$ cat config.mk
export PLATFORM = sky130hd
export DESIGN_NAME = pwm_generator
export DESIGN_NICKNAME = d
export VERILOG_FILES = /design/src/rtl/pwm_generator.sv
export SDC_FILE = /design/constraint.sdc
export NUM_CORES = 1
export LEC_CHECK = 0
export CORE_AREA = 4 4 69 71
export DETAILED_ROUTE_END_ITERATION = 10
export DIE_AREA = 0 0 73 75
export GPL_TIMING_DRIVEN = 0
export PLACE_DENSITY = 0.72
export REMOVE_ABC_BUFFERS = 1
export SETUP_SLACK_MARGIN = 0.1
export SLEW_MARGIN = 0
export SYNTH_ARGS = -nofsm -noshare
export SYNTH_HDL_FRONTEND = slang
export SYNTH_SLANG_ARGS = --single-unit
$ cat constraint.sdc
create_clock -name clk -period 2 [get_ports clk]
set_input_delay 0.4 -clock clk [delete_from_list [all_inputs] [get_ports clk]]
set_output_delay 0.4 -clock clk [all_outputs]
set_load 0.01 [all_outputs]
$ cat src/rtl/pwm_generator.sv
// ---------------------------------------------------------------------------
// pwm_generator
//
// Drives the 16 user outputs from the SPI configuration registers. Each output
// is held low, driven constant high, or driven with one shared PWM waveform.
// The PWM frequency is clk / (CLK_DIV * 256). The duty cycle is double
// buffered. It is loaded into the active duty register only when the 8-bit
// PWM counter wraps, so a waveform never glitches mid-period.
//
// Parameters
//   CLK_DIV          system clocks per PWM count tick (>= 1)
//
// Ports
//   clk              system clock
//   rst_n            asynchronous active-low reset
//   en_reg_out_7_0   output enable for out[7:0]   (1 = driven)
//   en_reg_out_15_8  output enable for out[15:8]
//   en_reg_pwm_7_0   PWM mode for out[7:0]        (1 = PWM, 0 = static high)
//   en_reg_pwm_15_8  PWM mode for out[15:8]
//   pwm_duty_cycle   requested duty cycle, applied at the next wrap
//   out              registered user outputs
//   period_start     one-clock pulse in the cycle the PWM count restarts at 0
// ---------------------------------------------------------------------------
module pwm_generator #(
    parameter int CLK_DIV = 13
) (
    input  logic        clk,
    input  logic        rst_n,
    input  logic [7:0]  en_reg_out_7_0,
    input  logic [7:0]  en_reg_out_15_8,
    input  logic [7:0]  en_reg_pwm_7_0,
    input  logic [7:0]  en_reg_pwm_15_8,
    input  logic [7:0]  pwm_duty_cycle,
    output logic [15:0] out,
    output logic        period_start
);

    // A divide-by-1 prescaler still needs a one-bit register so the
    // declarations below stay legal.
    localparam int PW = (CLK_DIV > 1) ? $clog2(CLK_DIV) : 1;
    localparam logic [PW-1:0] PRESC_LAST = PW'(CLK_DIV - 1);

    logic [PW-1:0] presc_q, presc_d;
    logic [7:0]    cnt_q, cnt_d;
    logic [7:0]    duty_q, duty_d;
    logic [15:0]   out_q, out_d;
    logic          ps_q, ps_d;

    logic          tick;
    logic          wrap;
    logic          pwm;
    logic [15:0]   en_out;
    logic [15:0]   en_pwm;

    assign en_out = {en_reg_out_15_8, en_reg_out_7_0};
    assign en_pwm = {en_reg_pwm_15_8, en_reg_pwm_7_0};

    // Next-state logic for the prescaler, the PWM counter and the duty shadow.
    // The waveform is compared against the active duty, never the requested
    // one. 0xFF is forced high so that full duty has no low cycle at the wrap.
    always_comb begin
        tick    = (presc_q == PRESC_LAST);
        wrap    = tick && (cnt_q == 8'hFF);
        presc_d = tick ? '0 : presc_q + 1'b1;
        cnt_d   = tick ? cnt_q + 8'd1 : cnt_q;
        duty_d  = wrap ? pwm_duty_cycle : duty_q;
        pwm     = (duty_q == 8'hFF) || (cnt_q < duty_q);
        // A disabled bit is low. An enabled bit is high unless it is in
        // PWM mode, where it follows the shared waveform.
        out_d   = en_out & (~en_pwm | {16{pwm}});
        ps_d    = wrap;
    end

    // All state is cleared asynchronously, whatever the phase of the period.
    always_ff @(posedge clk or negedge rst_n) begin
        if (!rst_n) begin
            presc_q <= '0;
            cnt_q   <= '0;
            duty_q  <= '0;
            out_q   <= '0;
            ps_q    <= 1'b0;
        end else begin
            presc_q <= presc_d;
            cnt_q   <= cnt_d;
            duty_q  <= duty_d;
            out_q   <= out_d;
            ps_q    <= ps_d;
        end
    end

    assign out          = out_q;
    assign period_start = ps_q;

endmodule

==> metrics.md <==
| Metric | Value |
|---|---|
| Combinational Power Share | between 10% and 20% |
| Most frequent cells in the layout | clkdlybuf4s50_1, dfrtp_1, a21boi_0 |
| H-tree lvl count | 2 |
| CP Capture Type | flip-flop |
| Sequential share of the synthesized area | between 50% and 60% |
| Hold Fails Final Rpt | 0 |
| Multi-input gate area | 674.4 um2 |
| Synth Register Bits | 37 |
| Register area | 927.1 um2 |
| Crit path cell chain | ha_1 -> and4_1 -> o21ai_0 -> o32ai_4 -> buf_12 -> a21boi_0 |
| Initial DRC Count | 23 |
| # fillers | 321 |
| Die footprint | 5475 um2 |
| Status | complete, no violations |
| CTS Buf Count | 5 |
| Initial core utilization | 38.39% |
| CP Launch Point | cnt_q[6]$_DFFE_PN0P_ |
| Clk pwr share | 37.1% |
| Vias in the first global route | 1280 |
| CTS tree | done |
| Clk slew on worst S/H paths | 0.07 ns |
| P per Cell Area | between 600 and 700 nW/um2 |
| Max Cap Viol | 0 |
| Reg power frac | between 50% and 60% |
| Commonest non-fill, non-tap cell in the layout | clkdlybuf4s50_1 |
| Clock Skew | 0.007972 ns |
| Fraction of layout cells with a size suffix above 1 | 14.89% |
| Slew Viols, Final | 0 |
| Final Critical Period | 1.809 ns |
| Worst hold path type | in2async |
| Worst Path Required | between 2 and 2.5 ns |
| Final setup vio count | 0 |
| Syn. warnings | 0 |
| Final worst slack | 0.1913 ns |
| CP top delay family | compound AO/OA/AOI/OAI gates |
| CP Class | reg2reg |
| Top FF cell, synth | dfrtp_1 |
| Max VDD drop | between 0.4 and 0.5 mV |
| ANT nets after route | 0 |
| Synth cell types | 25 |
| Drt wl/cell | about 15 um |
| Synth Cell Area | 1625 um2 |
| First-pass GRT wire length | 5768 um |
| Synthesis-to-finish area growth | 47.96% |
| DPL Wire Length | 2695 um |
| Worst R2R Setup Slack | between 0.15 and 0.2 ns |
| Fmax | 552.9 MHz |
| Cell internal pwr | 1.204 mW |
| Synthesized instance count | 123 |
| Total number of vias | 1186 |
| CP bufs+invs | 1 |
| Worst flop-to-flop path startpoint | cnt_q[6]$_DFFE_PN0P_ |
| Clock Latency Late Sink | 0.29 ns |
| RSZ-0062 raised after global routing | false |
| Net Sw Frac | 21.27% |
| Gpl congestion | 0.7593 |
| Worst-path fanout max | 16 |
| Number of diodes | 0 |
| Via/cell ratio | 4.942 |
| LEAKAGE | 1.065 nW |
| # nets final | ~240 |
| 1st-pass router iterations | 2 |
| Synth Area per Inst | 13.21 um2 |
| Post-placement setup slack | -0.2958 ns |
| Initial antenna violation count | 0 |
| Tcrit/Tclk final | between 90 and 100% |
| # IOs | 59 |
| Type of origin of the critical path | flip-flop |
| Die W | 73 um |
| Die Height | between 70 and 80 um |
| Critical Path Max Stage Delay | 0.45 ns |
| Levels on crit path | 6 |
| DP Cell Count | 231 |
| Slew headroom | ~47% |
| Grt ovf | 0 |
| Cell at the slowest stage of the critical path | dfrtp_2 |
| Largest net degree at the start of global routing | 38 |
| Hold_buf cts | 0 |
| Final wirelength | ~3500 um |
| Global-route usage over all layers | about 14% |
| Worst Max-Slew Pin Slew | roughly 0.80 ns |
| Number of port buffers | 58 |
| WP data arrival | 1.97 ns |
| DRC | 0 |
| Core area | 4234 um2 |
| Psw | 0.3251 mW |
| Non-filler instance count after layout | 240 |
| Num rows | 24 |
| Clock sink total | 37 |
| Clock tree buffer depth | 2 |
| R2R depth | 6 |
| Root buffer cell | clkbuf_8 |
| Async SR Flop Fraction | 100.0% |
| EDFF count, synth | 0 |
==> cell families (layout without fill, tap and decap cells) <==
kind of cell    Yosys count  count (layout)  synth area share, %
mux                       9               9                6.236
buf+inv                  13              78                3.541
compound gates           26              26                13.40
simple gates             20              20                7.852
xor+xnor                  8               8                4.311
fa+ha+maj                10              10                7.698
flops                    37              37                56.97
==> worst register-to-register path, stage by stage, from the launching register on <==
cell,delay (ns)
dfrtp_2,0.45
ha_1,0.34
and4_1,0.18
o21ai_0,0.13
o32ai_4,0.31
buf_12,0.17
a21boi_0,0.10
==> layer usage <==
| metal | wire length [um] | track usage [%] |
|---|---|---|
| met4 | 79 | 7.172 |
| met1 | 1283 | 14.47 |
| met5 | 0 | 0 |
| met2 | 1720 | 23.34 |
| met3 | 397 | 7.610 |
==> what timing repair did <==
action                                  CTS  global route
pin swaps                                 1             0
endpoints found under the setup margin   20            10
hold endpoints to repair                  0             0
gates resized for setup                   2             4
buffers inserted                          1             0
==> sequential cells by signal, summed over array words and instances (netlist names) <==
signal / cells
out: 16
cnt_q: 8
duty_q: 8
presc_q: 4
period_start: 1
==> stage by stage <==
step                power [mW]  setup TNS (ns)  area (um2)  hold WS, ns  utilization (%)
floorplan               0.8385               0        1609       0.1044                -
global placement        0.9680          -8.432        2255       0.4461            53.25
detailed placement      0.9746          -3.889        2250       0.4885            53.13
CTS                      1.550               0        2384       0.2221            56.29
global route             1.592               0        2405       0.2567            56.80
finish                   1.529               0        2405       0.1941            56.80
==> synth_stat cells (all sizes together) (2+ instances only) <==
cell,number,share of area [%]
dfrtp,37,57
a21boi,16,7.4
inv,11,2.5
ha,10,7.7
mux2,9,6.2
nor2,6,1.4
nand2,5,1.2
xnor2,5,2.7
nand4,4,2.5
and3,3,1.5
xor2,3,1.6
a21oi,2,0.62
o21ai,2,0.62
==> worst paths after layout <==
kind / to
hold / removal: out[1]$_DFF_PN0_
setup / recovery: out[5]$_DFF_PN0_
max in group asynchronous: cnt_q[6]$_DFFE_PN0P_
setup reg to reg: out[5]$_DFF_PN0_
min in group clk: presc_q[0]$_DFF_PN0_
hold reg to reg: presc_q[0]$_DFF_PN0_
==> power groups by stage <==
| stage | combinational [mW] | clock, mW | sequential, mW |
|---|---|---|---|
| final | 0.177 | 0.567 | 0.785 |
| after floorplan | 0.0323 | 0 | 0.806 |
| after CTS | 0.178 | 0.587 | 0.785 |
| after detailed placement | 0.175 | 0 | 0.799 |
| after global placement | 0.170 | 0 | 0.798 |
| after global routing | 0.192 | 0.613 | 0.787 |
==> cell type report <==
class / count / share of cell area [%]
clock inverter: 1 / 0.2081
clock buffer: 7 / 4.006
tap: 52 / 2.706
multi-input combinational: 73 / 28.04
sequential: 37 / 38.55
timing repair buffer: 59 / 24.77
inverter: 11 / 1.717
(Power assumes the default switching activity.)
